File: config.mk
export PLATFORM = sky130hd
export DESIGN_NAME = sum_to_bcd_flat
export DESIGN_NICKNAME = d
export VERILOG_FILES = /design/src/rtl/sum_to_bcd_pkg.sv /design/src/rtl/sum_to_bcd_if.sv /design/src/rtl/sum_to_bcd_digit_adjust.sv /design/src/rtl/sum_to_bcd.sv /design/src/flat_wrapper.sv
export SDC_FILE = /design/constraint.sdc
export NUM_CORES = 1
export LEC_CHECK = 0
export BUFFER_PORTS_ARGS = -buffer_cell sky130_fd_sc_hd__buf_2
export CORE_ASPECT_RATIO = 1.1
export CORE_MARGIN = 2
export CORE_UTILIZATION = 55
export CTS_BUF_LIST = sky130_fd_sc_hd__clkbuf_8 sky130_fd_sc_hd__clkbuf_16
export DETAILED_ROUTE_END_ITERATION = 10
export GPL_ROUTABILITY_DRIVEN = 0
export PLACE_DENSITY = 0.87
export SKIP_LAST_GASP = 1
export SYNTH_ARGS = -nofsm -noshare
export SYNTH_HDL_FRONTEND = slang
export SYNTH_SLANG_ARGS = --single-unit
File: constraint.sdc
create_clock -name clk -period 2.95 [get_ports clk]
set_input_delay 0.1475 -clock clk [delete_from_list [all_inputs] [get_ports clk]]
set_output_delay 0.1475 -clock clk [all_outputs]
set_load 0.005 [all_outputs]
File: src/rtl/sum_to_bcd_pkg.sv
// Shared sizing and FSM encoding for the adder-sum to BCD display path.
// SUM_WIDTH tracks the adder output width; BCD_DIGITS covers its full decimal range.
package sum_to_bcd_pkg;

  localparam int SUM_WIDTH  = 18;
  localparam int BCD_DIGITS = 6;

  typedef enum logic [1:0] {
    IDLE  = 2'd0,
    SHIFT = 2'd1,
    DONE  = 2'd2
  } state_t;

endpackage

File: src/rtl/sum_to_bcd_if.sv
// Start/busy/done handshake between the control FSM (master) and the converter (slave).
// No backpressure: the converter drops start while busy, and it does not queue requests.
interface sum_to_bcd_if
  import sum_to_bcd_pkg::*;
#(
  parameter int WIDTH  = SUM_WIDTH,
  parameter int DIGITS = BCD_DIGITS
);

  logic                  start;
  logic [WIDTH-1:0]      bin;
  logic                  busy;
  logic                  done;
  logic [4*DIGITS-1:0]   bcd;

  modport master (output start, output bin, input busy, input done, input bcd);
  modport slave  (input start, input bin, output busy, output done, output bcd);

endinterface

File: src/rtl/sum_to_bcd_digit_adjust.sv
// Double-dabble digit correction: adds 3 to a BCD digit of 5 or more, zero latency.
// Purely combinational, so it has no backpressure. Inputs are always <=9, so the sum fits in 4 bits.
module bcd_digit_adjust (
  input  logic [3:0] digit,
  output logic [3:0] adjusted
);

  always_comb begin
    adjusted = digit;
    if (digit >= 4'd5) adjusted = digit + 4'd3;
  end

endmodule

File: src/rtl/sum_to_bcd.sv
// Iterative binary-to-BCD converter. It handles one bit per clock, and done follows acceptance by WIDTH clocks.
// No backpressure: start is sampled only in IDLE. bcd holds the last result until the next done.
module sum_to_bcd
  import sum_to_bcd_pkg::*;
#(
  parameter int WIDTH  = SUM_WIDTH,
  parameter int DIGITS = BCD_DIGITS
) (
  input  logic          clk,
  input  logic          reset,
  sum_to_bcd_if.slave   bus
);

  localparam int SR_W = 4*DIGITS + WIDTH;
  localparam int CW   = $clog2(WIDTH + 1);

  state_t              state;
  logic [SR_W-1:0]     sreg;
  logic [CW-1:0]       cnt;
  logic                busy_q;
  logic                done_q;
  logic [4*DIGITS-1:0] bcd_q;

  logic [4*DIGITS-1:0] adj_digits;
  logic [SR_W-1:0]     shifted;

  for (genvar g = 0; g < DIGITS; g++) begin : g_adj
    bcd_digit_adjust u_adj (
      .digit    (sreg[WIDTH + 4*g +: 4]),
      .adjusted (adj_digits[4*g +: 4])
    );
  end

  assign shifted = {adj_digits, sreg[WIDTH-1:0]} << 1;

  always_ff @(posedge clk) begin
    if (reset) begin
      state  <= IDLE;
      sreg   <= '0;
      cnt    <= '0;
      busy_q <= 1'b0;
      done_q <= 1'b0;
      bcd_q  <= '0;
    end else begin
      case (state)
        IDLE: begin
          done_q <= 1'b0;
          if (bus.start) begin
            sreg   <= {{(4*DIGITS){1'b0}}, bus.bin};
            cnt    <= CW'(WIDTH);
            busy_q <= 1'b1;
            state  <= SHIFT;
          end
        end
        SHIFT: begin
          sreg <= shifted;
          cnt  <= cnt - 1'b1;
          // The final step's result goes straight to bcd so that no partial value is ever visible.
          if (cnt == CW'(1)) begin
            bcd_q  <= shifted[SR_W-1 -: 4*DIGITS];
            done_q <= 1'b1;
            state  <= DONE;
          end
        end
        DONE: begin
          done_q <= 1'b0;
          busy_q <= 1'b0;
          state  <= IDLE;
        end
        default: begin
          done_q <= 1'b0;
          busy_q <= 1'b0;
          state  <= IDLE;
        end
      endcase
    end
  end

  assign bus.busy = busy_q;
  assign bus.done = done_q;
  assign bus.bcd  = bcd_q;

endmodule

File: src/flat_wrapper.sv
// flat-port wrapper written by rule: the top's interface ports become plain ports
module sum_to_bcd_flat import sum_to_bcd_pkg::*;
#(
  parameter int WIDTH  = SUM_WIDTH,
  parameter int DIGITS = BCD_DIGITS
)
  (clk, reset, bus_start, bus_bin, bus_busy, bus_done, bus_bcd);
  sum_to_bcd_if #(.WIDTH(WIDTH), .DIGITS(DIGITS)) bus_i ();
  input  logic clk;
  input  logic reset;
  input wire logic [$bits(bus_i.start)-1:0] bus_start;
  input wire logic [$bits(bus_i.bin)-1:0] bus_bin;
  output wire logic [$bits(bus_i.busy)-1:0] bus_busy;
  output wire logic [$bits(bus_i.done)-1:0] bus_done;
  output wire logic [$bits(bus_i.bcd)-1:0] bus_bcd;
  assign bus_i.start = bus_start;
  assign bus_i.bin = bus_bin;
  assign bus_busy = bus_i.busy;
  assign bus_done = bus_i.done;
  assign bus_bcd = bus_i.bcd;
  sum_to_bcd #(.WIDTH(WIDTH), .DIGITS(DIGITS)) u_core (.clk(clk), .reset(reset), .bus(bus_i));
endmodule
==> flow_summary.toml, run 1 <==
[outcome]
outcome = "finished, final reports clean"

[sta]
tightest_slew_ns = 0.912
final-hold-violation-count = 0
fin_setup_tns_ns = 0
fin_crit_sh_pct = 76.9
grt_setup_unrepaired = "no"
timing.slew.headroom_pct = 39.2
report.final.slew_viol_count = 0
min_period_ns = 2.27
clock.fmax_mhz = 441
fin_skew_ns = 0.0101
setup_viol = 0

[synth]
avgSynthCellArea_um2 = 9.35
yosysSeqAreaShare_pct = 43.1
yosys.area.top_type = "dfxtp_1"
synth_area_leaders = "dfxtp_1 (43%), ha_1 (5.0%), a21oi_1 (4.7%)"
synth.distinct_cells = 43
ys_warn_count = 0
synth-seq-cells = 75
netlist.area_leader.share_pct = 43.1
synth_common_cells = "dfxtp_1 (75), nor2_1 (35), a21oi_1 (33), inv_1 (30), nor3b_1 (20)"
synth_edf_count = 0
synth_cells = 372
async_reset_ff_share_pct = 0
synth_ff_type = "dfxtp_1"
syn-cell-area_um2 = 3480
syn-num-nets = 407
synth.most_common_cell = "dfxtp_1"

[die]
fp.dieH_um = 87.4
pin_count = 47
die_area_um2 = 6980
chipWidth_um = 79.8
core.rowCount = 30
initial_core_util_pct = 56.5
core_area_um2 = 6160

[detailed_routing]
firstDrtPassIters = 7
wl_um = 7470
vias_per_cell = 5.88
drc_errors = 0
wire_per_inst_um = 15.2
ant_nets = 0
drt_iter0_markers = 190
via_count = 2897

[global_routing]
grt_start_max_net_pins = 46
overflow = 0
antenna_found_initial = 0
grt_pass1_wl_um = 12000
grt_pass1_vias = 2633
grtUsageTotal_pct = 22.3

[clock_tree]
htree_levels = 3
clkLatencyLatePin_ns = 0.36
post-cts-setup-buffers = 0
clkSinkCount = 75
clock-root-buffer = "clkbuf_8"
clk_pin_slew_ns = 0.07
tritoncts = "done"
hold_buffers = 0
clk_path_buf_depth = 2
numCtsBuffers = 9
cts_resized = 0

[power]
pwr-share-clk_pct = 36.5
p_leak_uw = 0.00160
p_total_uw = 2010
switching_share_pct = 25.1
vdd_drop_max_v = 0.000378
power_density_nw_per_um2 = 516
sequentialPowerShare_pct = 54.1
p_switching_uw = 503
combPwrFrac_pct = 9.4
power.internal_uw = 1500

[setup_path]
crit_type = "reg2reg"
cp_max_fo = 45
cp.required_ns = 3.22
worstSetupStartpointType = "flop"
end_kind = "flop"
crit_arrival_ns = 2.54

[place]
dp_hpwl_um = 4970
port_buffers = 46

[layout]
nets = 444
drive_gt1_share_pct = 23.5
area_growth_pct = 11.8
seq_area_um2 = 1500
multi_input_area_um2 = 1740
fillers = 539
antenna_cells = 0

[min_path]
hold_class = "in2reg"

[flow_run]
max_cap_viol_count = 0
## critical path, stage by stage (launching register included)
cell and delay, ns:
dfxtp_1 0.65, nor2b_2 0.34, and2_2 0.79, nor2_1 0.15, a211oi_2 0.24
## per-layer routing
metal	routed length, um	share of wire, %	track usage (%)	up-vias
li1	-	-	-	1420
met1	3260	44	26.9	1388
met2	3720	50	38.2	75
met3	331	4.4	3.84	14
met4	165	2.2	11.6	0
met5	0	0	0	-
## registers in the layout, summed over array words and instances (netlist names)
signal,cells
u_core.bus.bcd,24
u_core.bus.busy,1
u_core.bus.done,1
u_core.cnt,5
u_core.sreg,42
u_core.state,2
## cell usage in the layout, fill, tap and decap left out, types with 4 or more instances in the layout
cell type,instances
nand2b_1,7
xnor2_1,6
ha_1,14
a22o_1,9
buf_4,4
mux2i_1,6
nand2_1,14
o21ai_0,16
o221ai_1,4
a31o_2,8
a222oi_1,8
inv_1,34
o221a_2,5
buf_2,46
dfxtp_1,75
o22ai_1,11
a211oi_2,10
clkbuf_8,9
nor2_1,35
nor3b_1,20
a21oi_1,33
nor3_1,5
## power groups by stage
| stage | Clock (uW) | Combinational [uW] | Sequential, uW |
|---|---|---|---|
| global route | 783 | 210 | 1090 |
| global placement | 0 | 181 | 1110 |
| CTS | 745 | 189 | 1090 |
| floorplan | 0 | 145 | 1100 |
| detailed placement | 0 | 188 | 1110 |
| finish | 733 | 188 | 1090 |
## per-stage QoR
stage	hold slack [ns]	cells	util [%]	area (um^2)	setup WS (ns)
after global routing	0.0286	493	63.2	3890	0.479
after global placement	0.373	478	60.3	3710	0.750
after floorplan	0.267	372	-	3480	1.45
final	0.00804	493	63.2	3890	0.680
after detailed placement	0.380	478	60.3	3710	0.706
after CTS	0.000536	493	63.2	3890	0.670
## path summary, 6_finish.rpt
path	start	endpoint	slack [ns]	cells after the start
setup / recovery	u_core.state[0]$_SDFFE_PP0P_	u_core.bus.bcd[4]$_SDFFE_PP0P_	0.68	4
hold / removal	bus_bin[17]	u_core.sreg[17]$_SDFFE_PP0P_	0.008	3
setup reg to reg	u_core.state[0]$_SDFFE_PP0P_	u_core.bus.bcd[4]$_SDFFE_PP0P_	0.68	4
hold reg to reg	u_core.sreg[3]$_SDFFE_PP0P_	u_core.sreg[4]$_SDFFE_PP0P_	0.47	2
## area by class of cell
type	instances	share of cell area, %
multi-input combinational	243	44.7
timing repair buffer	50	6.69
inverter	30	2.89
clock inverter	6	1.35
tap	80	2.57
clock buffer	9	3.18
sequential	75	38.6
## kinds of logic after synthesis
kind of cell               share of synthesized area [%]
AOI/OAI and AO/OA                                   26.4
and+or+nand+nor                                     14.3
DFF                                                 43.1
buffers and inverters                               6.90
adders and majority gates                           5.03
muxes                                               2.70
xor gates and xnor gates                            1.51
No activity file was read; power rests on OpenSTA's default activity.
==> run 2: changes to the inputs <==
clock period = 2.2 ns   (was 2.95 ns; I/O delays follow)
==> run 2 against run 1 <==
Worst hold slack improved by 0.13 ns. Critical path depth rose by 1. Utilization rose by 2.4 points. Routed wire length rose by 3.3%. Clock power rose by 39%. Global-route usage rose by 1.2 points. Flip-flop and latch count did not move.
==> flow_summary.toml, run 2 (same netlist as run 1, synthesis figures left out) <==
[flow_run]
max_cap_viol_count = 0

[die]
core_area_um2 = 6160
die_area_um2 = 6980
pin_count = 47
core.rowCount = 30
chipWidth_um = 79.8
fp.dieH_um = 87.4
initial_core_util_pct = 56.5

[outcome]
outcome = "finished, final reports clean"

[setup_path]
cp_max_fo = 15
worstSetupStartpointType = "flop"
cp_top_family = "simple AND/OR/NAND/NOR gates"
end_kind = "flop"
cp.required_ns = 2.45
crit_type = "reg2reg"
cp_cell_sequence = "nor2b_2 -> and2_2 -> buf_4 -> nor3b_1 -> a31o_2"
worst_path_largest_cell_delay_ns = 0.51
reg2regPathDepth = 5
regToRegSetupSlack_ns = 0.50
cp.buffers_inverters = 1
crit_arrival_ns = 1.95
r2r-end = "u_core.bus.bcd[1]$_SDFFE_PP0P_"
r2r-start = "u_core.state[0]$_SDFFE_PP0P_"
crit_slowest_cell = "dfxtp_1"

[power]
vdd_drop_max_v = 0.000562
switching_share_pct = 24.7
p_leak_uw = 0.00167
p_switching_uw = 680
combPwrFrac_pct = 10.2
pwr-share-clk_pct = 37.0
sequentialPowerShare_pct = 52.8
power.internal_uw = 2070
power_density_nw_per_um2 = 681

[clock_tree]
tritoncts = "done"
htree_levels = 3
clock-root-buffer = "clkbuf_8"
clkSinkCount = 75
numCtsBuffers = 9
clkLatencyLatePin_ns = 0.35
clk_pin_slew_ns = 0.07
clk_path_buf_depth = 2

[min_path]
hold_class = "in2reg"
whs_endpoint = "u_core.sreg[8]$_SDFFE_PP0P_"
holdPathStages = 5
min_from = "bus_bin[8]"

[global_routing]
grt_pass1_vias = 2807
grt_pass1_wl_um = 12800
grtUsageTotal_pct = 23.5
overflow = 0
antenna_found_initial = 0
grt_start_max_net_pins = 31

[detailed_routing]
drt_iter0_markers = 233
ant_nets = 0
wire_per_inst_um = 15.2
wl_um = 7720
via_count = 2952
firstDrtPassIters = 5
drc_errors = 0
vias_per_cell = 5.82

[layout]
layout_commonest_cell = "dfxtp_1"
multi_input_area_um2 = 1740
largest_register_ffs = 42
fin_area_um2 = 4040
final_cell_mix = "dfxtp_1 (75), buf_2 (46), nor2_1 (35)"
largest-register = "u_core.sreg"
drive_gt1_share_pct = 24.8
stdcell_count = 507
antenna_cells = 0
seq_area_um2 = 1500
nets = 459
area_growth_pct = 16.1
fillers = 500

[sta]
clock.fmax_mhz = 589
setup_viol = 0
fin_skew_ns = 0.00677
grt_setup_unrepaired = "no"
timing.slew.headroom_pct = 50.3
fin_setup_tns_ns = 0
tightest_slew_ns = 0.743
final-hold-violation-count = 0
fin_crit_sh_pct = 77.2
report.final.slew_viol_count = 0
min_period_ns = 1.70

[place]
placed_cells = 485
dp_hpwl_um = 5190
dpl_cell_area_um2 = 3780
port_buffers = 46
## run 2: tightest hold or removal path, cell delays in order
cell and delay, ns:
buf_2 0.08, nor2_1 0.03, nand2_1 0.04, o21ai_0 0.07, a21oi_1 0.13
## run 2: worst max path at each step
stage,start,endpoint,slack (ns),depth (start not counted)
after global routing,u_core.state[0]$_SDFFE_PP0P_,u_core.bus.bcd[0]$_SDFFE_PP0P_,0.36,5
after global placement,u_core.cnt[1]$_SDFFE_PP0P_,u_core.bus.bcd[2]$_SDFFE_PP0P_,0.57,7
final,u_core.state[0]$_SDFFE_PP0P_,u_core.bus.bcd[1]$_SDFFE_PP0P_,0.50,5
after detailed placement,u_core.cnt[1]$_SDFFE_PP0P_,u_core.bus.bcd[1]$_SDFFE_PP0P_,0.53,7
after floorplan,u_core.cnt[1]$_SDFFE_PP0P_,u_core.bus.bcd[10]$_SDFFE_PP0P_,0.70,8
after CTS,u_core.state[0]$_SDFFE_PP0P_,u_core.bus.bcd[1]$_SDFFE_PP0P_,0.51,5
## run 2: what timing repair did
item | CTS | global route
gates resized for setup | 0 | 0
setup endpoints to repair | 0 | 0
hold buffers | 8 | 0
endpoints found under the hold margin | 8 | 0
buffers inserted | 0 | 0
## run 2: layer usage
| layer | vias to the layer above | routed length [um] | GRT usage, % |
|---|---|---|---|
| met1 | 1407 | 3430 | 28.7 |
| met4 | 0 | 126 | 10.0 |
| met2 | 83 | 3810 | 40.3 |
| li1 | 1451 | - | - |
| met5 | - | 0 | 0 |
| met3 | 11 | 354 | 4.77 |
## run 2: power groups by stage
stage          logic (uW)  registers (uW)  clock network, uW
3_5_place_dp          267            1480                  0
3_3_place_gp          258            1480                  0
5_1_grt               311            1460               1090
2_1_floorplan         195            1470                  0
4_1_cts               280            1450               1030
6_report              281            1450               1020
## run 2: metrics by stage
stage          setup slack [ns]  total power [uW]  hold WS [ns]  util [%]
2_1_floorplan             0.703              1660         0.229         -
3_3_place_gp              0.570              1740         0.332      61.4
3_5_place_dp              0.527              1750         0.341      61.4
4_1_cts                   0.508              2760         0.130      65.6
5_1_grt                   0.365              2850         0.168      65.6
6_report                  0.502              2750         0.142      65.6
## run 2: final cells by class
class	instances	share of cell area, %
multi-input combinational	243	43.0
timing repair buffer	65	10.0
tap	80	2.48
sequential	75	37.2
clock buffer	10	3.41
clock inverter	4	1.08
inverter	30	2.79
==> run 3: changes to the inputs <==
ABC_AREA = 1   (was unset)
CORE_UTILIZATION = 52   (was 55)
PLACE_DENSITY = 0.86   (was 0.87)
clock period = 1.5 ns   (was 2.2 ns; I/O delays follow)
==> run 3 against run 2 <==
The run now ends with negative hold slack left. Sequential power increased by 45%. Global-route usage grew 0.68 points. Register-to-register slack got worse by 0.37 ns. Combinational power rose by 53%. Count of clock-buffer cells in the layout is 1 lower. Worst hold slack lost 0.15 ns. Via count grew 16%. First-iteration DRC count decreased by 6.4%. Critical path depth is 2 higher. Fmax grew 24%. Critical endpoint is now u_core.bus.bcd[19]$_SDFFE_PP0P_. Largest cell class unchanged.
==> flow_summary.toml, run 3 <==
[global_routing]
grtUsageTotal_pct = 24.2
grt_pass1_vias = 3285
overflow = 0
antenna_found_initial = 0
grt_pass1_wl_um = 14200
grt_start_max_net_pins = 26

[outcome]
violations = "negative hold slack"
outcome = "finished with violations"

[clock_tree]
htree_levels = 3
clock-root-buffer = "clkbuf_8"
tritoncts = "done"
clkSinkCount = 75
clk_path_buf_depth = 2
clkLatencyLatePin_ns = 0.36
numCtsBuffers = 9
clk_pin_slew_ns = 0.08

[die]
chipWidth_um = 82.5
fp.dieH_um = 90.3
pin_count = 47
initial_core_util_pct = 53.8
core.rowCount = 31
die_area_um2 = 7450
core_area_um2 = 6560

[detailed_routing]
wl_met2_um = 4110
firstDrtPassIters = 5
ant_nets = 0
wl_um = 8510
wl_met3_um = 576
top_layer_used = "met4"
vias_per_cell = 5.27
drt_iter0_markers = 218
drc_errors = 0
via_count = 3413
wire_per_inst_um = 13.1
wl_met1_um = 3700

[min_path]
hold_class = "in2reg"

[sta]
grt_setup_unrepaired = "no"
timing.slew.headroom_pct = 77.7
clock.fmax_mhz = 731
fin_setup_tns_ns = 0
fin_skew_ns = 0.0102
tightest_slew_ns = 0.334
fin_crit_sh_pct = 91.2
report.final.slew_viol_count = 0
final-hold-violation-count = 1
min_period_ns = 1.37
fin_ws_ns = 0.132
hold_slack_ns = -0.00852
setup_viol = 0

[layout]
area_growth_pct = 19.9
largest-register = "u_core.sreg"
drive_gt1_share_pct = 15.0
layout_commonest_cell = "nand2_1"
nets = 596
multi_input_area_um2 = 1660
fillers = 573
final_cell_mix = "nand2_1 (132), dfxtp_1 (73), inv_1 (65)"
largest_register_ffs = 42
seq_area_um2 = 1500
antenna_cells = 0

[synth]
netlist.area_leader.share_pct = 42.6
async_reset_ff_share_pct = 0
synth_common_cells = "nand2_1 (132), dfxtp_1 (75), inv_1 (65), nor2_1 (48), nand3_1 (39)"
synth_cells = 499
syn-num-nets = 534
yosysSeqAreaShare_pct = 42.6
synth_ff_type = "dfxtp_1"
synth.most_common_cell = "nand2_1"
synth-seq-cells = 75
synth_area_leaders = "dfxtp_1 (43%), nand2_1 (14%), inv_1 (6.9%)"
avgSynthCellArea_um2 = 7.06
synth.distinct_cells = 28
synth_edf_count = 0
yosys.area.top_type = "dfxtp_1"
syn-cell-area_um2 = 3520
ys_warn_count = 0

[power]
vdd_drop_max_v = 0.000492
combPwrFrac_pct = 10.5
p_leak_uw = 0.00198
pwr-share-clk_pct = 38.4
switching_share_pct = 26.6
power.internal_uw = 3010
power_density_nw_per_um2 = 972
sequentialPowerShare_pct = 51.2
p_switching_uw = 1090
p_total_uw = 4110

[setup_path]
cp-startpoint = "u_core.sreg[34]$_SDFFE_PP0P_"
reg2regPathDepth = 7
r2r-start = "u_core.sreg[34]$_SDFFE_PP0P_"
cp.required_ns = 1.79
r2r-end = "u_core.bus.bcd[19]$_SDFFE_PP0P_"
cp_max_fo = 5
worstSetupStartpointType = "flop"
crit_type = "reg2reg"
end_kind = "flop"
regToRegSetupSlack_ns = 0.13
crit_end = "u_core.bus.bcd[19]$_SDFFE_PP0P_"
crit_arrival_ns = 1.66

[flow_run]
max_cap_viol_count = 0

[place]
port_buffers = 46
dp_hpwl_um = 5900
place_ws_ns = 0.125
run 3: cell families after synthesis:
group | share of synthesized area [%]
AO/OA/AOI/OAI | 13.1
AND/OR/NAND/NOR | 29.0
buffers and inverters | 10.3
adder cells (fa/ha/maj) | 4.97
flip-flops | 42.6
run 3: metrics by stage:
| stage | std cells | util, % | cell area [um^2] |
|---|---|---|---|
| after floorplan | 499 | - | 3520 |
| after global placement | 620 | 59.5 | 3900 |
| after detailed placement | 620 | 59.5 | 3900 |
| after CTS | 648 | 64.4 | 4220 |
| after global routing | 648 | 64.4 | 4220 |
| final | 648 | 64.4 | 4220 |
run 3: area by class of cell:
type	count	share of cell area, %
clock inverter	7	1.78
timing repair buffer	70	11.9
multi-input combinational	337	39.2
tap	82	2.43
clock buffer	9	2.93
inverter	68	6.10
sequential	75	35.6
run 3: critical path: stages (launching register included):
cell and delay, ns:
dfxtp_1 0.34, inv_1 0.10, ha_1 0.15, inv_1 0.05
nand2_1 0.14, a21boi_0 0.29, nand2_1 0.10, a21oi_1 0.13
run 3: per-layer routing:
| metal | track usage (%) | vias up |
|---|---|---|
| met4 | 8.75 | 0 |
| met3 | 5.70 | 17 |
| met5 | 0 | - |
| met1 | 29.7 | 1541 |
| li1 | - | 1725 |
| met2 | 40.5 | 130 |
run 3: worst min-delay path by stage:
stage	start	to	slack (ns)	cells after the start
3_3_place_gp	bus_bin[13]	u_core.sreg[13]$_SDFFE_PP0P_	0.30	3
4_1_cts	bus_bin[9]	u_core.sreg[9]$_SDFFE_PP0P_	0.001	3
5_1_grt	bus_bin[1]	u_core.sreg[1]$_SDFFE_PP0P_	0.001	3
6_report	bus_bin[1]	u_core.sreg[1]$_SDFFE_PP0P_	-0.009	3
3_5_place_dp	bus_bin[13]	u_core.sreg[13]$_SDFFE_PP0P_	0.31	3
2_1_floorplan	bus_bin[13]	u_core.sreg[13]$_SDFFE_PP0P_	0.22	2
run 3: power groups by stage:
stage | clock network [uW] | logic, uW | registers, uW
6_report | 1570 | 430 | 2100
3_3_place_gp | 0 | 390 | 2140
2_1_floorplan | 0 | 262 | 2140
5_1_grt | 1690 | 482 | 2110
3_5_place_dp | 0 | 402 | 2150
4_1_cts | 1590 | 429 | 2100
run 3: repair_timing:
item | CTS | global route
endpoints found under the hold margin | 12 | 0
hold buffers | 12 | 0
gates resized for setup | 0 | 2
setup endpoints to repair | 0 | 6
setup buffers | 0 | 0
